### config.mk
export PLATFORM = sky130hd
export DESIGN_NAME = uart_rx_fifo_flat
export DESIGN_NICKNAME = d
export VERILOG_FILES = /design/src/rtl/uart_rx_fifo_if.sv /design/src/rtl/uart_rx_fifo.sv /design/src/flat_wrapper.sv
export SDC_FILE = /design/constraint.sdc
export NUM_CORES = 1
export LEC_CHECK = 0
export CAP_MARGIN = 5
export CORE_MARGIN = 4
export CORE_UTILIZATION = 62
export CTS_BUF_LIST = sky130_fd_sc_hd__clkbuf_8
export DETAILED_ROUTE_END_ITERATION = 7
export PLACE_DENSITY_LB_ADDON = 0.08
export SLEW_MARGIN = 0
export SYNTH_ARGS = -nofsm -noshare
export SYNTH_HDL_FRONTEND = slang
export SYNTH_SLANG_ARGS = --single-unit
### constraint.sdc
create_clock -name clk -period 2.24 [get_ports clk]
set_input_delay 0.224 -clock clk [delete_from_list [all_inputs] [get_ports clk]]
set_output_delay 0.224 -clock clk [all_outputs]
set_load 0.02 [all_outputs]
### src/rtl/uart_rx_fifo_if.sv
// Processor-facing signal bundle of the UART receiver: serial line in,
// pop strobe and error clear in, FIFO head byte and status flags out.
interface uart_rx_fifo_if #(
    parameter int DBIT = 8
);
    logic            rx;
    logic            rd;
    logic            err_clr;
    logic [DBIT-1:0] rx_data;
    logic            rx_empty;
    logic            rx_full;
    logic            frame_err;
    logic            overrun;

    // The receiver block itself
    modport slave (
        input  rx, rd, err_clr,
        output rx_data, rx_empty, rx_full, frame_err, overrun
    );

    // Whoever drives the serial line and consumes the bytes
    modport master (
        output rx, rd, err_clr,
        input  rx_data, rx_empty, rx_full, frame_err, overrun
    );
endinterface

### src/rtl/uart_rx_fifo.sv
// UART 8N1 receiver with 16x oversampling, feeding a small first-word-fall-through
// FIFO. Framing errors and overruns are reported through sticky flags that stay
// set until err_clr is pulsed.
module uart_rx_fifo #(
    parameter int CLK_DIV = 326,
    parameter int DBIT    = 8,
    parameter int SB_TICK = 16,
    parameter int FIFO_AW = 2
) (
    input  logic           clk,
    input  logic           reset,
    uart_rx_fifo_if.slave  bus
);
    localparam int CW    = (CLK_DIV > 1) ? $clog2(CLK_DIV) : 1;
    localparam int NW    = (DBIT > 1) ? $clog2(DBIT) : 1;
    localparam int DEPTH = 2 ** FIFO_AW;

    typedef enum logic [1:0] {IDLE, START, DATA, STOP} state_t;

    logic                sync1_q, sync2_q;
    logic                rxS;
    logic [CW-1:0]       tickCnt_q;
    logic                tick;

    state_t              state_q, state_d;
    logic [3:0]          s_q, s_d;
    logic [NW-1:0]       n_q, n_d;
    logic [DBIT-1:0]     b_q, b_d;
    logic                charGood;
    logic                charBad;
    logic                stopSample;

    logic [DBIT-1:0]     mem_q [DEPTH];
    logic [FIFO_AW-1:0]  wrPtr_q, rdPtr_q;
    logic [FIFO_AW-1:0]  wrPtrInc, rdPtrInc;
    logic                empty_q, full_q;
    logic                push, pop;
    logic                frameErr_q, overrun_q;

    assign rxS = sync2_q;

    // Two-flop synchronizer for the asynchronous serial line; idles high
    always_ff @(posedge clk or negedge reset) begin
        if (!reset) begin
            sync1_q <= 1'b1;
            sync2_q <= 1'b1;
        end else begin
            sync1_q <= bus.rx;
            sync2_q <= sync1_q;
        end
    end

    // Free-running oversample divider, independent of the receiver FSM
    always_ff @(posedge clk or negedge reset) begin
        if (!reset) begin
            tickCnt_q <= '0;
        end else if (tickCnt_q == CW'(CLK_DIV - 1)) begin
            tickCnt_q <= '0;
        end else begin
            tickCnt_q <= tickCnt_q + CW'(1);
        end
    end

    assign tick = (tickCnt_q == CW'(CLK_DIV - 1));

    // Receiver FSM state, tick counter, bit counter and shift register
    always_ff @(posedge clk or negedge reset) begin
        if (!reset) begin
            state_q <= IDLE;
            s_q     <= '0;
            n_q     <= '0;
            b_q     <= '0;
        end else begin
            state_q <= state_d;
            s_q     <= s_d;
            n_q     <= n_d;
            b_q     <= b_d;
        end
    end

    // Deframing: find start bit centre, sample each data bit centre, judge the stop bit
    always_comb begin
        state_d    = state_q;
        s_d        = s_q;
        n_d        = n_q;
        b_d        = b_q;
        charGood   = 1'b0;
        charBad    = 1'b0;
        stopSample = 1'b0;
        case (state_q)
            IDLE: begin
                if (!rxS) begin
                    state_d = START;
                    s_d     = '0;
                end
            end
            START: begin
                if (tick) begin
                    if (s_q == 4'd7) begin
                        if (!rxS) begin
                            state_d = DATA;
                            s_d     = '0;
                            n_d     = '0;
                        end else begin
                            state_d = IDLE;
                        end
                    end else begin
                        s_d = s_q + 4'd1;
                    end
                end
            end
            DATA: begin
                if (tick) begin
                    if (s_q == 4'd15) begin
                        s_d = '0;
                        b_d = {rxS, b_q[DBIT-1:1]};
                        if (n_q == NW'(DBIT - 1)) begin
                            state_d = STOP;
                        end else begin
                            n_d = n_q + NW'(1);
                        end
                    end else begin
                        s_d = s_q + 4'd1;
                    end
                end
            end
            STOP: begin
                if (tick) begin
                    if (s_q == 4'(SB_TICK - 1)) begin
                        state_d    = IDLE;
                        stopSample = 1'b1;
                        charGood   = rxS;
                        charBad    = !rxS;
                    end else begin
                        s_d = s_q + 4'd1;
                    end
                end
            end
            default: begin
                state_d = IDLE;
            end
        endcase
    end

    assign pop      = bus.rd && !empty_q;
    assign push     = charGood && (!full_q || pop);
    assign wrPtrInc = wrPtr_q + FIFO_AW'(1);
    assign rdPtrInc = rdPtr_q + FIFO_AW'(1);

    // FIFO storage, pointers and flags; a push into a full FIFO is only accepted alongside a pop
    always_ff @(posedge clk or negedge reset) begin
        if (!reset) begin
            wrPtr_q <= '0;
            rdPtr_q <= '0;
            empty_q <= 1'b1;
            full_q  <= 1'b0;
            for (int i = 0; i < DEPTH; i++) begin
                mem_q[i] <= '0;
            end
        end else begin
            if (push) begin
                mem_q[wrPtr_q] <= b_q;
            end
            if (push && pop) begin
                wrPtr_q <= wrPtrInc;
                rdPtr_q <= rdPtrInc;
            end else if (push) begin
                wrPtr_q <= wrPtrInc;
                empty_q <= 1'b0;
                full_q  <= (wrPtrInc == rdPtr_q);
            end else if (pop) begin
                rdPtr_q <= rdPtrInc;
                full_q  <= 1'b0;
                empty_q <= (rdPtrInc == wrPtr_q);
            end
        end
    end

    // Sticky error flags; a new error in the clearing cycle keeps the flag set
    always_ff @(posedge clk or negedge reset) begin
        if (!reset) begin
            frameErr_q <= 1'b0;
            overrun_q  <= 1'b0;
        end else begin
            if (charBad) begin
                frameErr_q <= 1'b1;
            end else if (bus.err_clr) begin
                frameErr_q <= 1'b0;
            end
            if (charGood && full_q && !pop) begin
                overrun_q <= 1'b1;
            end else if (bus.err_clr) begin
                overrun_q <= 1'b0;
            end
        end
    end

    assign bus.rx_data   = mem_q[rdPtr_q];
    assign bus.rx_empty  = empty_q;
    assign bus.rx_full   = full_q;
    assign bus.frame_err = frameErr_q;
    assign bus.overrun   = overrun_q;

endmodule

### src/flat_wrapper.sv
// flat-port wrapper written by rule: the top's interface ports become plain ports
module uart_rx_fifo_flat 
#(
    parameter int CLK_DIV = 326,
    parameter int DBIT    = 8,
    parameter int SB_TICK = 16,
    parameter int FIFO_AW = 2
)
  (clk, reset, bus_rx, bus_rd, bus_err_clr, bus_rx_data, bus_rx_empty, bus_rx_full, bus_frame_err, bus_overrun);
  uart_rx_fifo_if #(.DBIT(DBIT)) bus_i ();
  input  logic clk;
  input  logic reset;
  input wire logic [$bits(bus_i.rx)-1:0] bus_rx;
  input wire logic [$bits(bus_i.rd)-1:0] bus_rd;
  input wire logic [$bits(bus_i.err_clr)-1:0] bus_err_clr;
  output wire logic [$bits(bus_i.rx_data)-1:0] bus_rx_data;
  output wire logic [$bits(bus_i.rx_empty)-1:0] bus_rx_empty;
  output wire logic [$bits(bus_i.rx_full)-1:0] bus_rx_full;
  output wire logic [$bits(bus_i.frame_err)-1:0] bus_frame_err;
  output wire logic [$bits(bus_i.overrun)-1:0] bus_overrun;
  assign bus_i.rx = bus_rx;
  assign bus_i.rd = bus_rd;
  assign bus_i.err_clr = bus_err_clr;
  assign bus_rx_data = bus_i.rx_data;
  assign bus_rx_empty = bus_i.rx_empty;
  assign bus_rx_full = bus_i.rx_full;
  assign bus_frame_err = bus_i.frame_err;
  assign bus_overrun = bus_i.overrun;
  uart_rx_fifo #(.CLK_DIV(CLK_DIV), .DBIT(DBIT), .SB_TICK(SB_TICK), .FIFO_AW(FIFO_AW)) u_core (.clk(clk), .reset(reset), .bus(bus_i));
endmodule
; ---- Yosys cells after proc, flatten, opt, wreduce, memory -nomap -nowiden
; Index checks and enable logic that the tools add are counted.
[classes]
n_lt_le_gt_ge = 3
reduce_logical = 24
addsub = 5
mux = 50
n_bitwise = 3
eq_ne = 21
[op_table]
columns = op, n
row1 = $bwmux W32, 1
row2 = $mux W2, 14
row3 = $mux W4, 7
row4 = $mux W8, 3
row5 = $mux W3, 6
row6 = $bmux W8 S2, 1
row7 = $demux W8 S2, 1
row8 = $pmux W4 S4, 1
row9 = $ne A2 B1 Y1 const B, 7
row10 = $mux W1, 13
row11 = $reduce_bool A2 Y1, 6
row12 = $ne A2 B2 Y1 const B, 5
row13 = $add A9 B1 Y9 const B, 1
row14 = $eq A9 B9 Y1 const B, 1
row15 = $mux W9, 1
row16 = $pmux W2 S4, 1
row17 = $reduce_and A8 Y1, 1
row18 = $reduce_and A7 Y1, 1
row19 = $ge A3 B3 Y1 const B, 2
row20 = $logic_and A1 B1 Y1, 6
row21 = $not A2 Y3, 2
row22 = $pmux W3 S2, 1
row23 = $add A2 B1 Y2 const B, 2
row24 = $add A4 B1 Y4 const B, 1
row25 = other kinds (15), 21
[totals]
wordCells = 123
regBits = 68
out_inout_bits = 12
inputBits = 5

; ---- Longest topological paths before layout
[logic_depth]
ltp_word = 8
ltp_mapped = 8
mapped_depth_nobuf = 6

; ---- Least setup slack after synthesis
; Ideal clock, no wire load.
[synth_timing]
path_kind = register -> register
from = register u_core.tickCnt_q[0]
to = register u_core.b_q[0]
synth_period_minus_slack_ps = 1806
t_required_ps = 2115
arrival_ps = 1681
stages_incl_launch_ff = 8
path_slack_ps = 434
cell_sequence = dfrtp_1 -> ha_1 -> and4bb_1 -> and2_1 -> buf_6 -> and3_1 -> buf_6 -> mux2_4
[synth_between]
elab_chain_cells = 2
[synth_lines]
columns = element, line
row1 = start: declaration, uart_rx_fifo.sv:22  ; logic [CW-1:0] tickCnt_q;
row2 = start signal: assignment, uart_rx_fifo.sv:60  ; tickCnt_q <= tickCnt_q + CW'(1);
row3 = $eq A9 B9 Y1, uart_rx_fifo.sv:64  ; assign tick = (tickCnt_q == CW'(CLK_DIV - 1));
row4 = $reduce_and A3 Y1 (no source line), -
row5 = end signal: assignment, uart_rx_fifo.sv:72  ; b_q <= '0;
row6 = end signal: assignment, uart_rx_fifo.sv:77  ; b_q <= b_d;
row7 = end: declaration, uart_rx_fifo.sv:28  ; logic [DBIT-1:0] b_q, b_d;
; No other way between the ends.
; A chain may end at the register's enable or synchronous reset.

; ---- Worst setup path in the final report
[layout_timing]
from = register u_core.tickCnt_q[1]
to = register u_core.b_q[7]
; The elaborated chain is that of the path after synthesis.

==> results.sh <==
export IMPL_rows=27
export IMPL_htree_levels=3
export IMPL_critPathCaptureType="flip-flop"
export IMPL_clkSinkCount=68
export IMPL_grt_ovfl_total=0
export IMPL_leakage_uw=0.002019
export IMPL_grt_pass1_vias=2087
export IMPL_yosysTopAreaCellShare=0.4648
export IMPL_skew_ps=10.20
export IMPL_slew_headroom=0.6408
export IMPL_vdd_drop_max_mv=0.4584
export IMPL_rsz0062_at_grt="false"
export IMPL_worst_path_max_fanout=8
export IMPL_vias=1999
export IMPL_synth_edf_count=0
export IMPL_avgSynthCellArea_um2=13.67
export IMPL_design_area_um2=3966
export IMPL_crit_type="reg2reg"
export IMPL_die_x_um=83.13
export IMPL_routed_via_density=5.599
export IMPL_tightest_slew_ps=525.3
export IMPL_fp_dieH_um=83.13
export IMPL_cp_slowest_cell="and3_1"
export IMPL_cts_buffer_depth=2
export IMPL_finalSetupViolCount=0
export IMPL_cp_arrival_ps=2200
export IMPL_syn_to_final_growth_pct=13.34
export IMPL_nets=299
export IMPL_synth_xor_area_frac=0.03003
export IMPL_synth_seq_area_share=0.4873
export IMPL_fin_util=0.7203
export IMPL_synth_area_leaders="dfrtp_1, mux2_4, mux4_2, ha_1, dfstp_2"
export IMPL_synthArstFlopShare=1.000
export IMPL_crit_buf_inv=1
export IMPL_synth_compound_area_share=0.03933
export IMPL_critPathTopFamily="simple AND/OR/NAND/NOR gates"
export IMPL_syn_nets=275
export IMPL_crit_chain="inv_1 -> ha_1 -> and4bb_1 -> and2_1 -> and3_1 -> mux2_4"
export IMPL_synth_mux_area_frac=0.2438
export IMPL_drive_gt1_frac=0.2807
export IMPL_floorplan_initialDensity=0.6355
export IMPL_clk_pin_slew_ps=70
export IMPL_yosysUniqueCellTypes=44
export IMPL_drc=0
export IMPL_critical_path_required_ps=2470
export IMPL_core_area_um2=5507
export IMPL_setup_tns_final_ps=0
export IMPL_netlist_instances=256
export IMPL_finalCritPeriodShare=0.8801
export IMPL_synth_simple_area_share=0.1187
export IMPL_hold_class="in2reg"
export IMPL_maxCapViolCount=0
export IMPL_max_stage_delay_ps=500
export IMPL_fmax_mhz=507.2
export IMPL_timing_rr_start="u_core.tickCnt_q[1]$_DFF_PN0_"
export IMPL_post_cts_buffers=0
export IMPL_hold_viol_final=0
export IMPL_status="complete, no violations"
export IMPL_startpoint_type="flip-flop"
export IMPL_drtIter0Drc=112
export IMPL_io_pins=17
export IMPL_hpwlAfterDp_um=3924
export IMPL_numCtsBuffers=9
export IMPL_yosysWarnings=0
export IMPL_grt_max_degree=69
export IMPL_grt_total_usage=0.1905
export IMPL_crit_path_start="u_core.tickCnt_q[1]$_DFF_PN0_"
export IMPL_synth_top_family_by_area="multiplexers"
export IMPL_yosys_area_top_type="dfrtp_1"
export IMPL_n_antenna_cell=0
export IMPL_numPortBuffers=16
export IMPL_ant_nets=0
export IMPL_synth_area_um2=3500
export IMPL_power_density_nw_per_um2=596.9
export IMPL_hp_start="bus_rx"
export IMPL_gp_congestion=0.8095
export IMPL_dieArea_um2=6911
export IMPL_place_area_um2=3725
export IMPL_drt_wirelength_per_cell_um=16.61
export IMPL_slew_violations=0
export IMPL_cts_tree="built"
export IMPL_root_buffer="clkbuf_8"
export IMPL_dr_pass1_iters=4
export IMPL_antenna_found_initial=0
export IMPL_synth_flop_cell="dfrtp_1"
export IMPL_finalCriticalPeriod_ps=1971
export IMPL_synthAdderAreaFrac=0.05005
export IMPL_clkLatencyLatePin_ps=350
export IMPL_yosys_register_bits=68
export IMPL_drt_total_wl_um=5931
export IMPL_grt_pass1_wl_um=10380
-- through the flow --
stage                     total power [uW]  hold WS (ps)  worst slack, ps  std cells
after floorplan                       1270        -71.59            434.4        256
after global placement                1308         269.3            311.7        340
after detailed placement              1308         273.3            271.6        340
after CTS                             2399         269.3            40.25        357
after global routing                  2470         278.3            165.3        357
final                                 2367         282.1            268.5        357
-- state kept, by name, indices dropped and copies added (netlist names), named ones only --
signal / flops
u_core.bus.frame_err: 1
u_core.s_q: 4
u_core.bus.rx_empty: 1
u_core.bus.rx_full: 1
u_core.b_q: 8
u_core.state_q: 1
u_core.mem_q: 32
u_core.tickCnt_q: 9
u_core.sync1_q: 1
u_core.rxS: 1
u_core.n_q: 3
u_core.wrPtr_q: 2
u_core.bus.overrun: 1
u_core.rdPtr_q: 2
-- synth_stat cells (3+ instances only) --
cell	number
a21oi_1	3
and3_1	5
clkbuf_1	4
dfrtp_1	65
dfstp_2	3
ha_1	14
inv_1	12
mux2_4	40
mux2i_1	5
mux4_2	8
nand2_1	14
nand2b_1	7
nand3_1	6
nand3_4	4
nor2_1	11
o21ai_0	9
xnor2_1	7
xor2_1	5
-- routing by layer --
layer / track usage / vias to the layer above / routed length (um)
met2: 0.3054 / 20 / 2925
met3: 0.05853 / 8 / 166
met4: 0.05795 / 0 / 74
li1: - / 966 / -
met1: 0.2502 / 1005 / 2765
met5: 0 / - / 0
-- power breakdown --
part	total, uW	leakage [uW]	switching, uW	internal, uW
sequential	1230	0.000913	3.03	1230
clock	1080	0.000109	461	622
combinational	49.8	0.000997	31.8	18.0
-- cell usage in the layout (no fill, tap or decap), types with 6 or more instances in the layout --
| cell | instances |
|---|---|
| clkbuf_8 | 9 |
| mux4_2 | 8 |
| nand2b_1 | 7 |
| mux2_4 | 40 |
| dfrtp_1 | 65 |
| ha_1 | 14 |
| nand3_1 | 6 |
| xnor2_1 | 7 |
| clkdlybuf4s50_1 | 7 |
| dlymetal6s2s_1 | 6 |
| nor2_1 | 11 |
| inv_1 | 12 |
| nand2_1 | 14 |
| o21ai_0 | 9 |
-- layout make-up --
cell class / instances / area, um2
clock buffers: 9 / 123.9
clock inverters: 7 / 91.34
fillers: 378 / 1540
inverters: 12 / 45.04
multi-input cells: 168 / 1687
flip-flops and latches: 68 / 1705
well taps: 72 / 90.09
repair buffers: 21 / 224.0
-- what timing repair did --
action / 4_1_cts / 5_1_grt
endpoints found under the hold margin: 65 / 0
endpoints found under the setup margin: 5 / 6
pin swaps: 0 / 0
cloned: 0 / 0
resized for setup: 3 / 6
hold buffers: 1 / 0
-- final timing paths --
| kind | end | slack, ps | depth (start not counted) |
|---|---|---|---|
| worst min-delay path | u_core.sync1_q$_DFF_PN1_ | 280 | 1 |
| worst max-delay path | u_core.b_q[7]$_DFFE_PN0P_ | 270 | 6 |
| worst max register to register | u_core.b_q[7]$_DFFE_PN0P_ | 270 | 6 |
| min in group asynchronous | u_core.rdPtr_q[0]$_DFFE_PN0P_ | 410 | 3 |
| worst min register to register | u_core.rxS$_DFF_PN1_ | 360 | 0 |
| max in group asynchronous | u_core.sync1_q$_DFF_PN1_ | 1480 | 3 |
-- kinds of logic (layout without fill, tap and decap cells) --
kind of cell / Yosys count / count (layout)
flops: 68 / 68
simple gates: 66 / 66
mux: 55 / 55
compound gates: 21 / 21
buf+inv: 20 / 49
fa+ha+maj: 14 / 14
xor+xnor: 12 / 12
No activity file was read; power rests on OpenSTA's default activity.
